**src/rtl/shift_pkg.sv**
```systemverilog
// Shared types for the multi-cycle shift unit.
// Mode and FSM state encodings used by shift_step and shift_seq_unit.
package shift_pkg;

  typedef enum logic [1:0] {
    SLL = 2'b00,
    SRL = 2'b01,
    SRA = 2'b10,
    ROL = 2'b11
  } shift_mode_t;

  typedef enum logic [1:0] {
    IDLE  = 2'b00,
    SHIFT = 2'b01,
    DONE  = 2'b10
  } shift_state_t;

  localparam logic [1:0] MODE_SLL = 2'b00;
  localparam logic [1:0] MODE_SRL = 2'b01;
  localparam logic [1:0] MODE_SRA = 2'b10;
  localparam logic [1:0] MODE_ROL = 2'b11;

endpackage

```
**src/rtl/shift_step.sv**
```systemverilog
// One combinational shift step of 0..STEP positions.
// Rotate path exists only when SHIFT_ROTATE_EN is defined; otherwise ROL acts as SLL.
module shift_step
  import shift_pkg::*;
#(
  parameter int WIDTH = 32,
  parameter int STEP  = 2,
  parameter int AW    = $clog2(STEP + 1)
) (
  input  logic [WIDTH-1:0] value,
  input  logic [AW-1:0]    amt,
  input  shift_mode_t      mode,
  input  logic             sign,
  output logic [WIDTH-1:0] shifted
);

  logic [WIDTH-1:0] ones;
  logic [WIDTH-1:0] fill;

  always_comb begin
    ones    = '1;
    // SRA fill: vacated top bits take the captured sign
    fill    = sign ? ~(ones >> amt) : '0;
    shifted = value << amt;
    unique case (mode)
      SRL: shifted = value >> amt;
      SRA: shifted = (value >> amt) | fill;
`ifdef SHIFT_ROTATE_EN
      ROL: shifted = (value << amt)
                   | (value >> (WIDTH - int'(amt)));
`endif
      default: shifted = value << amt;
    endcase
  end

endmodule

```
**src/rtl/shift_seq_unit.sv**
```systemverilog
// Multi-cycle variable shifter with valid/ready on both sides.
// Optional rotate mode via SHIFT_ROTATE_EN.
module shift_seq_unit
  import shift_pkg::*;
#(
  parameter int WIDTH = 32,
  parameter int STEP  = 2,
  parameter int SHW   = $clog2(WIDTH)
) (
  input  logic             clock,
  input  logic             reset,
  input  logic             in_valid,
  output logic             in_ready,
  input  logic [WIDTH-1:0] data_operand,
  input  logic [SHW-1:0]   shamt,
  input  logic [1:0]       mode,
  output logic             out_valid,
  input  logic             out_ready,
  output logic [WIDTH-1:0] result
);

  localparam int AW = $clog2(STEP + 1);

  shift_state_t     state_q;
  shift_state_t     state_d;
  logic [WIDTH-1:0] work_q;
  logic [WIDTH-1:0] stepped;
  shift_mode_t      mode_q;
  logic             sign_q;
  logic [SHW-1:0]   rem_q;
  logic [AW-1:0]    k;
  logic             last;

  always_comb begin
    last = 32'(rem_q) <= STEP;
    k    = last ? AW'(rem_q) : AW'(STEP);
  end

  shift_step #(
    .WIDTH (WIDTH),
    .STEP  (STEP),
    .AW    (AW)
  ) u_step (
    .value   (work_q),
    .amt     (k),
    .mode    (mode_q),
    .sign    (sign_q),
    .shifted (stepped)
  );

  always_ff @(posedge clock or posedge reset) begin
    if (reset) state_q <= IDLE;
    else       state_q <= state_d;
  end

  always_comb begin
    state_d   = state_q;
    in_ready  = 1'b0;
    out_valid = 1'b0;
    unique case (state_q)
      IDLE: begin
        in_ready = 1'b1;
        if (in_valid) state_d = SHIFT;
      end
      SHIFT: begin
        if (last) state_d = DONE;
      end
      DONE: begin
        out_valid = 1'b1;
        if (out_ready) state_d = IDLE;
      end
      default: state_d = IDLE;
    endcase
  end

  always_ff @(posedge clock or posedge reset) begin
    if (reset) begin
      work_q <= '0;
      mode_q <= SLL;
      sign_q <= 1'b0;
      rem_q  <= '0;
    end else if (state_q == IDLE && in_valid) begin
      work_q <= data_operand;
      mode_q <= shift_mode_t'(mode);
      sign_q <= data_operand[WIDTH-1];
      rem_q  <= shamt;
    end else if (state_q == SHIFT) begin
      work_q <= stepped;
      rem_q  <= rem_q - SHW'(k);
    end
  end

  assign result = work_q;

endmodule

```
**config.mk**
```make
export PLATFORM = sky130hd
export DESIGN_NAME = shift_seq_unit
export DESIGN_NICKNAME = d
export VERILOG_FILES = /design/src/rtl/shift_pkg.sv /design/src/rtl/shift_step.sv /design/src/rtl/shift_seq_unit.sv
export SDC_FILE = /design/constraint.sdc
export NUM_CORES = 1
export LEC_CHECK = 0
export ABC_AREA = 1
export CAP_MARGIN = 10
export CORE_ASPECT_RATIO = 0.5
export CORE_MARGIN = 10
export CORE_UTILIZATION = 35
export CTS_BUF_LIST = sky130_fd_sc_hd__clkbuf_8 sky130_fd_sc_hd__clkbuf_16
export DETAILED_ROUTE_END_ITERATION = 10
export PLACE_DENSITY = 0.64
export SYNTH_ARGS = -nofsm -noshare
export SYNTH_HDL_FRONTEND = slang
export SYNTH_HIERARCHICAL = 1
export SYNTH_SLANG_ARGS = --single-unit
export TNS_END_PERCENT = 5
```
**constraint.sdc**
```tcl
create_clock -name clock -period 2.4 [get_ports clock]
set_input_delay 0.36 -clock clock [delete_from_list [all_inputs] [get_ports clock]]
set_output_delay 0.36 -clock clock [all_outputs]
set_load 0.03 [all_outputs]
```
==> flow_metrics.tcl, run 1 <==
set metrics [dict create \
    endpoint_kind "flip-flop" \
    fin_crit_sh 0.885 \
    wl_met2_um 4900 \
    syn-num-nets 681 \
    p_sw_mw 3.85 \
    clk_path_buf_depth 2 \
    drt_pass1_iterations 6 \
    power_density_nw_per_um2 1520 \
    peakVddDrop_v 0.000685 \
    clk_pin_slew_ps 60 \
    grt_overflow 0 \
    timing.final.ws_setup_ps 276 \
    placed_area_um2 4490 \
    wire_per_inst_um 13.3 \
    critical_path_required_ps 2580 \
    cts_buffers 5 \
    max_stage_delay_ps 390 \
    met1Wirelength_um 5400 \
    comb_power_share 0.691 \
    antenna_found_initial 0 \
    crit_buf_inv 3 \
    rsz0062_at_grt "false" \
    first_iter_violations 242 \
    synth_area_per_cell_um2 5.83 \
    routed.top_layer "met4" \
    via_per_inst 4.89 \
    crit_type "reg2reg" \
    drv_cap 0 \
    grt_max_degree 38 \
    critPathMaxFanout 29 \
    ys_warn_count 6 \
    synth_area_um2 3700 \
    drc 0 \
    vias 4091 \
    cts_max_level 2 \
    grt_pass1_wl_um 18800 \
    die_h_um 92.7 \
    synth_seq_cells 42 \
    finalSetupViolations 0 \
    final_nets 742 \
    area_growth_pct 25.7 \
    die_w_um 165 \
    crit_top_cell "nand2_1" \
    die_area_um2 15300 \
    multi_input_area_um2 2190 \
    rr_startpoint "rem_q[1]" \
    fin_worst_skew_ps 3.78 \
    start_util 0.361 \
    postLayoutCoreUtil 0.454 \
    grtUsageTotal 0.146 \
    worst-r2r-setup-slack_ps 280 \
    rows 26 \
    drt-total-wl_um 11100 \
    io_pins 77 \
    fillCellCount 1152 \
    worstHoldPathType "in2async" \
    numPortBuffers 76 \
    ys_types 25 \
    power_leakage_nw 2.51 \
    regArea_um2 1050 \
    fmax_ghz 0.471 \
    place_congestion 0.874 \
    start_kind "flip-flop" \
    design_area_um2 4650 \
    swShare 0.544 \
    coreArea_um2 10200 \
    tns_ps 0 \
    slew_headroom 0.473 \
    worst_pin_slew_ps 786 \
    post-cts-setup-buffer-count 0 \
    clock_latency_ps 290 \
    arrival_ps 2310 \
    met3WireLength_um 726 \
    clkPwrFrac 0.109 \
    worst_path_max_delay_cell "dfrtp_1" \
    dp_slack_ps 304 \
    cts_num_sinks 42 \
    r2r-end "result[31]" \
    pwr-share-seq 0.200 \
    holdWs_ps 426 \
    hpwl_um 8020 \
    postSynthCellCount 635 \
    intPower_mw 3.22 \
    cts_resized 0 \
    min_period_ps 2120 \
    hold_viol 0 \
    worstRegToRegCells 12 \
    hold_buffers 0 \
    cp_top_family "simple AND/OR/NAND/NOR gates" \
    cts_root_buffer "clkbuf_16" \
    tritoncts "built" \
    slew_violations 0 \
    crit_chain "inv_1 > nand4_1 > nand2_1 > inv_2 > nand2_1 > nand2_1 > inv_1 > nand2_1 > nand2_1 > nand2_1 > nand2_1 > nand2_1" \
    layout-drive-gt1-share 0.0588 \
    diodes 0 \
    antenna_left 0 \
    first_global_vias 3849 \
    status "finished clean" \
    seq_area_frac_synth 0.284 \
]
[synthesized netlist by cell type]
master,count,share of area
nand2_1,351,0.36
nand3_1,120,0.16
inv_1,47,0.048
dfrtp_1,42,0.28
buf_4,12,0.024
buf_2,10,0.014
nand3_2,10,0.027
buf_6,9,0.027
nor2_1,5,0.0051
inv_2,4,0.0041
ha_1,3,0.010
nand4_1,3,0.0051
a21oi_1,2,0.0027
clkbuf_1,2,0.0020
nand2_2,2,0.0034
nand3b_1,2,0.0041
o211ai_1,2,0.0041
o21ai_0,2,0.0027
a21oi_2,1,0.0024
conb_1,1,0.0010
inv_4,1,0.0017
inv_8,1,0.0030
nor2_2,1,0.0017
nor2_4,1,0.0030
o22ai_1,1,0.0017
[layer usage]
metal / up-vias / track usage
li1: 2119 / -
met1: 1849 / 0.202
met2: 113 / 0.224
met3: 10 / 0.0340
met4: 0 / 0.0320
met5: - / 0
[state kept, by name, summed over array words and instances (netlist names)]
register	cells
state_q	2
sign_q	1
result	32
rem_q	5
mode_q	2
[worst max-delay path by stage]
| stage | startpoint | end | slack (ps) | cells past startpoint |
|---|---|---|---|---|
| 6_report | rem_q[1] | result[31] | 280 | 12 |
| 3_5_place_dp | rem_q[1] | result[20] | 300 | 10 |
| 4_1_cts | rem_q[1] | result[20] | 280 | 10 |
| 5_1_grt | rem_q[1] | result[31] | 50 | 12 |
| 3_3_place_gp | rem_q[1] | result[31] | 360 | 12 |
| 2_1_floorplan | rem_q[2] | result[31] | 670 | 16 |
[power groups by stage]
stage               sequential, mW  clock (mW)  combinational, mW
finish                        1.41       0.768               4.88
global route                  1.47       0.825               5.53
CTS                           1.42       0.790               4.92
detailed placement            1.42           0               4.90
global placement              1.43           0               4.87
floorplan                     1.79           0               3.33
[logic make-up after synthesis]
family | synth area share
buffers and inverters | 0.124
other | 0.00101
AND/OR/NAND/NOR | 0.568
AO/OA/AOI/OAI | 0.0135
flip-flops | 0.284
adder cells (fa/ha/maj) | 0.0101
[worst reg2reg max path, delay by kind of cell (launching register included)]
kind                   cells  cell delay [ps]
and+or+nand+nor            9             1170
buffers and inverters      3              460
DFF                        1              390
[cell type report]
type | count | area share
multi-input combinational | 507 | 0.472
sequential | 42 | 0.226
timing repair buffer | 87 | 0.184
inverter | 53 | 0.0449
tap | 140 | 0.0377
clock buffer | 8 | 0.0358
[metrics by stage]
stage                     total power, mW  cells
after floorplan                      5.12    635
after global placement               6.30    829
after global routing                 7.83    837
after CTS                            7.13    837
final                                7.07    837
after detailed placement             6.33    829
[cells in the final DEF, fill, tap and decap left out, drive strengths merged]
cell / Yosys / layout
a21oi: 3 / 3
buf: 31 / 11
clkbuf: 2 / 8
clkdlybuf4s50: 0 / 76
clkinv: 0 / 1
conb: 1 / 1
dfrtp: 42 / 42
ha: 3 / 3
inv: 53 / 52
nand2: 353 / 353
nand3: 130 / 130
nand3b: 2 / 2
nand4: 3 / 3
nor2: 7 / 7
o211ai: 2 / 2
o21ai: 2 / 2
o22ai: 1 / 1
Power figures use the tool's default switching activity.
==> run 2, diff against run 1 <==
Settings changed: PLACE_DENSITY 0.64 to 0.66.
Clock period 2.4 ns to 1.8 ns, I/O delays scaled along.
==> flow_metrics.tcl, run 2 (synthesized netlist as in run 1, its figures left out) <==
set metrics [dict create \
    status "finished clean" \
    grt_overflow 0 \
    endpoint_kind "flip-flop" \
    die_w_um 165 \
    timing.final.ws_setup_ps 28.7 \
    numPortBuffers 76 \
    worst_pin_slew_ps 607 \
    power_leakage_nw 2.61 \
    grt_pass1_wl_um 18700 \
    clk_pin_slew_ps 60 \
    critPathMaxFanout 14 \
    worstHoldPathType "in2async" \
    rsz0062_at_grt "true" \
    final_common_cell "nand2_1" \
    fillCellCount 1049 \
    layout-drive-gt1-share 0.125 \
    grt_max_degree 43 \
    crit_type "reg2reg" \
    fin_worst_skew_ps 5.03 \
    wire_per_inst_um 13.4 \
    start_util 0.361 \
    arrival_ps 1990 \
    worst-r2r-setup-slack_ps 30 \
    tritoncts "built" \
    hpwl_um 8120 \
    design_area_um2 4930 \
    first_iter_violations 249 \
    drc 0 \
    clk_path_buf_depth 2 \
    fmax_ghz 0.565 \
    placed_area_um2 4580 \
    clock_latency_ps 290 \
    die_h_um 92.7 \
    drt-total-wl_um 11400 \
    grtUsageTotal 0.144 \
    die_area_um2 15300 \
    antenna_found_initial 0 \
    cts_root_buffer "clkbuf_16" \
    vias 4209 \
    antenna_left 0 \
    min_period_ps 1770 \
    final_nets 755 \
    hold_viol 0 \
    io_pins 77 \
    final_cell_mix "nand2_1, nand3_1, clkdlybuf4s50_1, inv_1, dfrtp_1" \
    fin_crit_sh 0.984 \
    start_kind "flip-flop" \
    cts_num_sinks 42 \
    largest_reg_flops 32 \
    power_density_nw_per_um2 2030 \
    cts_max_level 2 \
    via_per_inst 4.95 \
    dp_slack_ps -43.9 \
    hold_buffers 0 \
    peakVddDrop_v 0.00101 \
    worstRegToRegCells 13 \
    slew_violations 0 \
    first_global_vias 3905 \
    finalSetupViolations 0 \
    area_growth_pct 33.3 \
    drv_cap 0 \
    place_congestion 0.871 \
    drt_pass1_iterations 5 \
    r2r-end "result[24]" \
    rows 26 \
    coreArea_um2 10200 \
    critical_path_required_ps 2020 \
    slew_headroom 0.595 \
    cts_buffers 5 \
    diodes 0 \
    rr_startpoint "rem_q[3]" \
]
run 2: changes by cell type in the layout (fill, tap and decap cells not counted), sizes merged:
cell           change
dlygate4sd2        +2
clkdlybuf4s50      -2
clkinv             +1
clkbuf             -1
buf               +11
inv                +2
run 2: repair_timing:
action,4_1_cts,5_1_grt
cloned,0,2
resized for setup,3,47
hold endpoints to repair,0,0
setup endpoints to repair,24,33
pin swaps,0,7
buffers inserted,0,3
run 2: routing by layer:
metal	global-route usage	part of all wire
met5	0	0
met4	0.0262	0.0054
met3	0.0411	0.089
met2	0.222	0.43
met1	0.196	0.47
run 2: power by group:
| part | switching (mW) | internal, mW | leakage (nW) |
|---|---|---|---|
| clock network | 0.384 | 0.546 | 0.0780 |
| registers | 0.524 | 1.41 | 0.530 |
| logic | 4.44 | 2.71 | 2.00 |
run 2: area by class of cell:
type                    instances  area (um^2)  area share
clock buffers                   6          139      0.0281
clock inverters                 2         8.76     0.00177
inverters                      53          219      0.0444
multi-input cells             507         2300       0.466
flip-flops and latches         42         1050       0.213
well taps                     140          175      0.0355
repair buffers                 99         1040       0.210
repair inverters                1         8.76     0.00177
run 2: per-stage QoR:
step	setup TNS [ps]	total power, mW	util	cells	hold slack (ps)
after floorplan	0	6.82	-	635	379
after global placement	-13.1	8.68	0.447	837	497
after detailed placement	-285	8.75	0.447	837	507
after CTS	-17.7	9.72	0.462	845	332
after global routing	-1470	11.0	0.482	850	344
final	0	10.0	0.482	850	322
run 2: critical path, stage by stage (launching register included):
cell     delay [ps]
dfrtp_1         430
nor2_4          150
nand3_2         100
nor2_4          140
buf_12          160
buf_12          140
nand2_1         100
nand2_1         100
nand2_1          50
nand2_1          60
inv_1            30
nand2_1          90
nand2_1          70
nand3_1          80
run 2: worst max-delay path by stage:
stage               slack (ps)         end  cells past startpoint     start
floorplan                   70  result[31]                     16  rem_q[2]
global placement            -8  result[31]                     14  rem_q[3]
detailed placement         -40  result[31]                     14  rem_q[3]
CTS                        -20  result[31]                     14  rem_q[3]
global route              -110  result[20]                     13  rem_q[3]
finish                      30  result[24]                     13  rem_q[3]
==> run 3, diff against run 2 <==
Settings changed: TNS_END_PERCENT 5 to default.
==> flow_metrics.tcl, run 3 (synthesized netlist as in run 1, its figures left out) <==
set metrics [dict create \
    status "finished clean" \
    power.total_mw 10.1 \
    placed_area_um2 4580 \
    final_common_cell "nand2_1" \
    rows 26 \
    stdcell_count 852 \
    start_util 0.361 \
    drt-total-wl_um 11400 \
    cts_num_sinks 42 \
    crit_top_cell "nand2_1" \
    peakVddDrop_v 0.00101 \
    first_iter_violations 225 \
    tns_ps 0 \
    coreArea_um2 10200 \
    die_h_um 92.7 \
    worstRegToRegCells 13 \
    tritoncts "built" \
    drt_pass1_iterations 4 \
    power_leakage_nw 2.64 \
    clkPwrFrac 0.092 \
    dp_slack_ps -43.9 \
    hpwl_um 8120 \
    worst-r2r-setup-slack_ps 30 \
    largest_reg_flops 32 \
    layout-drive-gt1-share 0.131 \
    place_congestion 0.871 \
    grtUsageTotal 0.146 \
    rr_startpoint "rem_q[3]" \
    die_area_um2 15300 \
    min_period_ps 1770 \
    clk_path_buf_depth 2 \
    drv_cap 0 \
    hold_buffers 0 \
    vias 4236 \
    endpoint_kind "flip-flop" \
    antenna_found_initial 0 \
    grt_overflow 0 \
    hold_viol 0 \
    slew_headroom 0.599 \
    rsz0062_at_grt "true" \
    timing.final.ws_setup_ps 27.1 \
    io_pins 77 \
    critPathMaxFanout 8 \
    drc 0 \
    critical_path_required_ps 2020 \
    grt_max_degree 43 \
    postLayoutCoreUtil 0.487 \
    regArea_um2 1050 \
    final_cell_mix "nand2_1, nand3_1, clkdlybuf4s50_1, inv_1, dfrtp_1" \
    holdWs_ps 321 \
    p_sw_mw 5.36 \
    antenna_left 0 \
    fin_crit_sh 0.985 \
    swShare 0.531 \
    power_density_nw_per_um2 2020 \
    diodes 0 \
    max_stage_delay_ps 430 \
    via_per_inst 4.97 \
    cts_max_level 2 \
    crit_chain "nor2_4 > nand3_2 > nor2_4 > buf_12 > clkbuf_16 > nand2_1 > nand2_1 > nand2_1 > nand2_1 > inv_1 > nand2_1 > nand2_1 > nand3_1" \
    pwr-share-seq 0.192 \
    start_kind "flip-flop" \
    slew_violations 0 \
    arrival_ps 2000 \
    clock_latency_ps 290 \
    r2r-end "result[6]" \
    area_growth_pct 34.8 \
    first_global_vias 3904 \
    worst_path_max_delay_cell "dfrtp_1" \
    cts_buffers 5 \
    grt_pass1_wl_um 18900 \
    design_area_um2 4990 \
    intPower_mw 4.73 \
    worst_pin_slew_ps 601 \
    cts_root_buffer "clkbuf_16" \
    wire_per_inst_um 13.4 \
    clk_pin_slew_ps 60 \
    fillCellCount 1059 \
    final_nets 757 \
    fmax_ghz 0.564 \
    worstHoldPathType "in2async" \
    comb_power_share 0.716 \
    fin_worst_skew_ps 4.75 \
    dp_cells 837 \
    multi_input_area_um2 2300 \
    finalSetupViolations 0 \
    crit_type "reg2reg" \
    numPortBuffers 76 \
    die_w_um 165 \
]
[run 3: worst max path at each step]
stage | startpoint | to
after floorplan | rem_q[2] | result[31]
after detailed placement | rem_q[3] | result[31]
after CTS | rem_q[2] | result[31]
after global placement | rem_q[3] | result[31]
final | rem_q[3] | result[6]
after global routing | rem_q[3] | result[31]
[run 3: power by group through the flow]
stage / Combinational, mW / Sequential [mW] / Clock (mW)
finish: 7.22 / 1.94 / 0.932
global route: 8.12 / 2.01 / 0.989
global placement: 6.78 / 1.90 / 0
detailed placement: 6.86 / 1.89 / 0
CTS: 6.95 / 1.88 / 0.961
floorplan: 4.44 / 2.39 / 0
[run 3: area by class of cell]
type | count | share of cell area
tap | 140 | 0.0351
timing repair buffer | 102 | 0.218
inverter | 53 | 0.0447
sequential | 42 | 0.211
multi-input combinational | 507 | 0.462
clock buffer | 6 | 0.0278
clock inverter | 2 | 0.00176
[run 3: per-layer routing]
layer  track usage  part of all wire
met5             0                 0
met4        0.0269            0.0057
met3        0.0411             0.089
met2         0.222              0.43
met1         0.201              0.47
[run 3: what timing repair did]
action | 4_1_cts | 5_1_grt
setup endpoints to repair | 24 | 32
resized for setup | 9 | 49
cloned | 1 | 2
pin swaps | 1 | 7
setup buffers | 1 | 3
[run 3: critical path, delay by kind of cell, from the launching register on]
family | cells | cell delay [ps]
flops | 1 | 430
simple gates | 10 | 900
buf+inv | 3 | 380
